`config.mk`:
```
export PLATFORM = sky130hd
export DESIGN_NAME = uio_port_ctrl
export DESIGN_NICKNAME = d
export VERILOG_FILES = /design/src/rtl/uio_port_ctrl.sv
export SDC_FILE = /design/constraint.sdc
export NUM_CORES = 1
export LEC_CHECK = 0
export ABC_AREA = 1
export BUFFER_PORTS_ARGS = -buffer_cell sky130_fd_sc_hd__buf_2
export CORE_ASPECT_RATIO = 0.9
export CORE_MARGIN = 2
export CORE_UTILIZATION = 40
export DETAILED_ROUTE_END_ITERATION = 10
export SLEW_MARGIN = 20
export SYNTH_ARGS = -nofsm -noshare
export SYNTH_HDL_FRONTEND = slang
export SYNTH_SLANG_ARGS = --single-unit
```
`constraint.sdc`:
```
create_clock -name clk -period 3.8 [get_ports clk]
set_clock_uncertainty 0.15 [all_clocks]
set_input_delay 0.76 -clock clk [delete_from_list [all_inputs] [get_ports clk]]
set_output_delay 0.76 -clock clk [all_outputs]
set_load 0.02 [all_outputs]
```
`src/rtl/uio_port_ctrl.sv`:
```
`default_nettype none
// +----------------------------------------------------------------------------+
// | Module   : uio_port_ctrl                                                   |
// | Brief    : Bus-mapped bidirectional GPIO with synchroniser, edge capture   |
// |            and sticky W1C flags driving a level interrupt.                 |
// | Revision : 1.0                                                             |
// +----------------------------------------------------------------------------+
module uio_port_ctrl #(
    parameter int WIDTH       = 8,
    parameter int SYNC_STAGES = 2
) (
    input  logic             clk,
    input  logic             rst_n,
    input  logic             ena,
    input  logic             wr_en,
    input  logic             rd_en,
    input  logic [2:0]       addr,
    input  logic [WIDTH-1:0] wdata,
    output logic [WIDTH-1:0] rdata,
    output logic             rvalid,
    input  logic [WIDTH-1:0] pad_in,
    output logic [WIDTH-1:0] pad_out,
    output logic [WIDTH-1:0] pad_oe,
    output logic             irq
);

    localparam logic [2:0] c_addr_dir   = 3'd0;
    localparam logic [2:0] c_addr_out   = 3'd1;
    localparam logic [2:0] c_addr_in    = 3'd2;
    localparam logic [2:0] c_addr_rise  = 3'd3;
    localparam logic [2:0] c_addr_fall  = 3'd4;
    localparam logic [2:0] c_addr_flags = 3'd5;
    localparam logic [2:0] c_addr_tgl   = 3'd6;

    logic [WIDTH-1:0] r_sync [SYNC_STAGES];
    logic [WIDTH-1:0] r_dir;
    logic [WIDTH-1:0] r_out;
    logic [WIDTH-1:0] r_rise_en;
    logic [WIDTH-1:0] r_fall_en;
    logic [WIDTH-1:0] r_flags;
    logic [WIDTH-1:0] r_prev;
    logic [WIDTH-1:0] r_rdata;
    logic             r_rvalid;

    logic [WIDTH-1:0] w_in_q;
    logic [WIDTH-1:0] w_rd_mux;
    logic [WIDTH-1:0] w_clr;
    logic [WIDTH-1:0] w_set;
    logic             w_wr_stb;
    logic             w_rd_stb;

    // Synchroniser keeps running while ena is low so edges seen after
    // re-enable are measured against a settled history.
    for (genvar s = 0; s < SYNC_STAGES; s++) begin : g_sync
        if (s == 0) begin : g_first
            always_ff @(posedge clk) begin
                if (!rst_n) r_sync[s] <= '0;
                else        r_sync[s] <= pad_in;
            end
        end else begin : g_next
            always_ff @(posedge clk) begin
                if (!rst_n) r_sync[s] <= '0;
                else        r_sync[s] <= r_sync[s-1];
            end
        end
    end

    assign w_in_q   = r_sync[SYNC_STAGES-1];
    assign w_wr_stb = wr_en & ena;
    assign w_rd_stb = rd_en & ena;
    assign w_clr    = (w_wr_stb && (addr == c_addr_flags)) ? wdata : '0;
    assign w_set    = (w_in_q & ~r_prev & r_rise_en) | (~w_in_q & r_prev & r_fall_en);

    always_comb begin
        w_rd_mux = '0;
        case (addr)
            c_addr_dir:   w_rd_mux = r_dir;
            c_addr_out:   w_rd_mux = r_out;
            c_addr_in:    w_rd_mux = w_in_q;
            c_addr_rise:  w_rd_mux = r_rise_en;
            c_addr_fall:  w_rd_mux = r_fall_en;
            c_addr_flags: w_rd_mux = r_flags;
            default:      w_rd_mux = '0;
        endcase
    end

    always_ff @(posedge clk) begin
        if (!rst_n) begin
            r_dir     <= '0;
            r_out     <= '0;
            r_rise_en <= '0;
            r_fall_en <= '0;
            r_flags   <= '0;
            r_prev    <= '0;
            r_rdata   <= '0;
            r_rvalid  <= 1'b0;
        end else begin
            r_prev   <= w_in_q;
            r_rvalid <= w_rd_stb;
            // Read samples pre-write state, so a same-cycle write is not visible.
            if (w_rd_stb) r_rdata <= w_rd_mux;
            if (w_wr_stb) begin
                case (addr)
                    c_addr_dir:  r_dir     <= wdata;
                    c_addr_out:  r_out     <= wdata;
                    c_addr_rise: r_rise_en <= wdata;
                    c_addr_fall: r_fall_en <= wdata;
                    c_addr_tgl:  r_out     <= r_out ^ wdata;
                    default:     ;
                endcase
            end
            // Set term is OR-ed after the clear so a coincident edge wins.
            if (ena) r_flags <= (r_flags & ~w_clr) | w_set;
        end
    end

    assign rdata   = r_rdata;
    assign rvalid  = r_rvalid;
    assign pad_out = r_out;
    assign pad_oe  = r_dir & {WIDTH{ena}};
    assign irq     = |r_flags;

endmodule
`default_nettype wire

```
==> After elaboration in Yosys (flattened, before gate mapping) <==
Memory sizes are Yosys's and may differ from the RTL's.
Cells that the tools add are included.
Widths: inputs -> output; s select.
{ "word_totals": {"reg_bits": 57, "mem_bits_rw": 16, "in_bits": 24, "output_inout_bits": 26, "elab_cells": 46, "mem_count": 1} }
{ "op_classes": {"eq_ne": 6, "n_mux": 7, "n_bitwise": 16, "n_reduce_logical": 8} }
{ "memory_table": {"columns": ["memory", "depth", "word_bits", "rd", "rd_ports_with_merged_regs", "write_ports", "line", "source"], "rows": [
  ["r_sync", 2, 8, 2, 0, 2, "35", "logic [WIDTH-1:0] r_sync [SYNC_STAGES];"]
]} }
{ "ops": {"columns": ["cell", "count"], "rows": [
  ["$and 8x8->8", 6],
  ["$pmux 8 s6", 1],
  ["$mux 8", 3],
  ["$not 8->8", 3],
  ["$or 8x8->8", 2],
  ["$pmux 8 s2", 1],
  ["$eq 3x3->1 const B", 3],
  ["$reduce_and 2->1", 4],
  ["$reduce_or 8->1", 1],
  ["$xor 8x8->8", 1],
  ["$eq 3x2->1 const B", 2],
  ["$eq 3x1->1 const B", 1],
  ["$logic_not 3->1", 1],
  ["$and 1x1->1", 2],
  ["$mux 1", 2],
  ["$or 1x1->1", 2],
  ["$reduce_bool 2->1", 1],
  ["$logic_and 1x1->1", 1]
]} }

==> Longest topological paths before layout <==
{ "logic_depth": {"ltp_word": 6, "mapped_depth": 9, "ltp_nobuf": 7} }

==> Least setup slack after synthesis <==
Ideal clock, no wire load.
{ "synth_path": {"path_type": "in2out", "startpoint": "input ena", "endpoint": "output pad_oe[0]", "arrival_ps": 1410, "required_time_ps": 2890, "setup_slack_ps": 1480, "path_stages": 4, "n_path_buf": 2, "cell_sequence": "buf_2 > buf_1 > nand2_1 > inv_1"} }
{ "synth_between": {"elab_chain_len": 1} }
{ "synth_lines": {"columns": ["element", "line", "source"], "rows": [
  ["start: declaration", "14", "input logic ena,"],
  ["$and 8x8->8", "120", "assign pad_oe = r_dir & {WIDTH{ena}};"],
  ["end: declaration", "23", "output logic [WIDTH-1:0] pad_oe,"]
]} }
Every way passes these cells.

==> Worst setup path after layout <==
{ "layout_path": {"startpoint": "input ena", "endpoint": "output pad_oe[7]"} }
The elaborated chain is that of the path after synthesis.

==> results.json <==
{
  "status": "finished clean",
  "ioPinCount": 50,
  "max_stage_delay_ns": 0.38,
  "cts.htree.levels": 3,
  "crit_path_top_delay_cell": "buf_2",
  "post_cts_resized": 0,
  "via_count": 2980,
  "fin_setup_tns_ns": 0,
  "synth_fa_ha_area_share_pct": 0,
  "power.combinational.fraction_pct": 9.0,
  "power_density_nw_per_um2": 399,
  "yosysWarnings": 0,
  "worstSkewPairLatency_ns": 0.35,
  "syn-num-nets": 470,
  "area_delta_synth_final_pct": 12.3,
  "crit_top_cell": "buf_2",
  "end_kind": "primary output",
  "finalCriticalPeriod_ns": 2.37,
  "via_per_inst": 5.07,
  "slew_headroom_pct": 60.6,
  "final-seq-area_um2": 1460,
  "p_leak_uw": 0.00176,
  "crit_required_ns": 2.89,
  "path_clk_slew_ns": 0.07,
  "min_path_type": "reg -> reg",
  "crit_start": "ena",
  "synth_area_um2": 3330,
  "synth_xor_area_share_pct": 0,
  "grt_usage_pct": 19.0,
  "drc": 0,
  "rsz0062_at_grt": "no",
  "grt-ovfl-total": 0,
  "ant_nets": 0,
  "nets": 509,
  "internal_power_uw": 1110,
  "rows": 31,
  "first_iter_violations": 188,
  "crit_path_start_kind": "primary input",
  "synth.top_cell.area_share_pct": 43.9,
  "postCtsSetupBuffers": 0,
  "synth-compound-area-share_pct": 16.7,
  "power.total_uw": 1490,
  "synth_area_leaders": "dfxtp_1, nand2_1, inv_1",
  "die_w_um": 100,
  "finalCritPeriodShare_pct": 62.5,
  "core-area_um2": 8070,
  "worstReg2RegStart": "pad_out[1]",
  "start_util_pct": 41.2,
  "die_y_um": 90.5,
  "antenna_cells": 0,
  "synth_top_family_by_area": "simple AND/OR/NAND/NOR gates",
  "wl_per_cell_um": 14.1,
  "worstMarginPinSlew_ns": 0.591,
  "seqPwrFrac_pct": 53.6,
  "hold_buffers": 0,
  "setup_viol": 0,
  "final_layout_size_suffix_gt1_share_pct": 18.2,
  "swShare_pct": 25.4,
  "cts_buffer_depth": 2,
  "dieArea_um2": 9060,
  "irDropWorstVdd_mv": 0.235,
  "crit_arrival_ns": 1.46,
  "cts_tree": "done",
  "muxShareOfSynthArea_pct": 0,
  "rrSetupSlack_ns": 2.61,
  "cp_max_fo": 18,
  "drtPass1Iterations": 4,
  "ys_ff_latch": 73,
  "yosysTopAreaCell": "dfxtp_1",
  "multi_input_area_um2": 1410,
  "path_cells": "buf_2, nand2_1, inv_1, buf_2",
  "syn-mean-instance-area_um2": 7.46,
  "grt_max_degree": 34,
  "cts_buffers": 9,
  "yosys.cell_types.count": 28,
  "cts.sinks": 73,
  "grt_pass1_vias": 2557,
  "grt_pass1_wl_um": 13200,
  "ys_seq_area_share_pct": 43.9,
  "path_class": "in -> out",
  "hpwl_um": 5870,
  "max_cap_viol_count": 0,
  "finalMaxSlewViolations": 0,
  "portBuffers": 49,
  "fillers": 838,
  "fmax_mhz": 421,
  "min_from": "r_sync[0][5]",
  "p_switching_uw": 379,
  "finalHoldViolCount": 0,
  "place.gp.congestion": 0.837,
  "antenna_found_initial": 0,
  "syn-instance-count": 446,
  "wl_um": 8310,
  "clkPwrFrac_pct": 37.4,
  "synthSimpleGateAreaFrac_pct": 25.8,
  "cts_root_buf": "clkbuf_8"
}
[synthesized netlist by cell type, drive strengths merged]
| cell | n |
|---|---|
| nand2 | 85 |
| inv | 76 |
| dfxtp | 73 |
| a21oi | 48 |
| o21ai | 47 |
| nand3 | 29 |
| nor2 | 21 |
| buf | 17 |
| nand4 | 17 |
| nor4 | 10 |
| nand3b | 8 |
| o22ai | 8 |
| clkbuf | 5 |
| bufinv | 1 |
| o21a | 1 |
[flip-flops by register name (all words and copies together), names as in the netlist]
name	count
rvalid	1
r_dir	8
r_rise_en	8
r_fall_en	8
r_prev	8
rdata	8
r_sync	16
pad_out	8
r_flags	8
[through the flow]
| step | hold slack (ns) | worst slack [ns] | utilization (%) | cells | instance area, um^2 |
|---|---|---|---|---|---|
| floorplan | 0.240 | 1.48 | - | 446 | 3330 |
| global placement | 0.243 | 1.32 | 44.1 | 573 | 3550 |
| detailed placement | 0.245 | 1.25 | 44.1 | 573 | 3550 |
| CTS | 0.261 | 1.41 | 46.3 | 588 | 3740 |
| global route | 0.288 | 1.37 | 46.3 | 588 | 3740 |
| finish | 0.260 | 1.43 | 46.3 | 588 | 3740 |
[layer usage]
metal	GRT usage [%]	part of all wire, %	vias up	wire, um
met4	8.22	2.8	0	231
met2	27.3	44	86	3650
li1	-	-	1536	-
met5	0	0	-	0
met1	26.7	48	1338	3980
met3	4.72	5.4	20	448
[power groups by stage]
stage          Clock (uW)  Combinational, uW  Sequential (uW)
2_1_floorplan           0               92.5              816
3_3_place_gp            0                131              816
3_5_place_dp            0                134              816
4_1_cts               576                134              799
5_1_grt               602                148              801
6_report              557                134              799
[placed cells by master, fill, tap and decap left out]
| cell type | count |
|---|---|
| o21ai_1 | 27 |
| nand2_1 | 83 |
| nor4_1 | 10 |
| nand4_1 | 16 |
| buf_2 | 49 |
| a21oi_1 | 45 |
| nand3_4 | 2 |
| clkbuf_8 | 12 |
| bufinv_8 | 1 |
| nor2_4 | 4 |
| a21oi_2 | 3 |
| dfxtp_1 | 73 |
| o21a_1 | 1 |
| inv_1 | 68 |
| o22ai_1 | 6 |
| nand4_4 | 1 |
| nor2_1 | 17 |
| nand2_2 | 2 |
| clkbuf_1 | 1 |
| inv_2 | 8 |
| o22ai_2 | 2 |
| nand3b_1 | 8 |
| o21ai_0 | 20 |
| clkinvlp_4 | 1 |
| nand3_1 | 25 |
| clkinv_2 | 1 |
| buf_4 | 1 |
| nand3_2 | 2 |
[final timing paths]
check,end,cells past startpoint
setup / recovery,pad_oe[7],4
setup reg to reg,rdata[1],6
hold / removal,r_sync[1][5],2
hold reg to reg,r_sync[1][5],2
[worst max-delay path, delay by kind of cell]
| kind | cells | cell delay [ns] |
|---|---|---|
| buffers and inverters | 3 | 0.60 |
| and+or+nand+nor | 1 | 0.10 |
[cell type report]
class,instances,area share (%)
multi-input combinational,274,37.8
sequential,73,39.1
tap,99,3.32
clock inverter,2,0.335
clock buffer,13,4.52
inverter,77,8.10
timing repair buffer,50,6.76
[logic make-up (layout without fill, tap and decap cells)]
kind of cell	Yosys count	count (layout)
and+or+nand+nor	170	170
buffers and inverters	99	142
DFF	73	73
AOI/OAI and AO/OA	104	104
No activity file was read; power rests on OpenSTA's default activity.
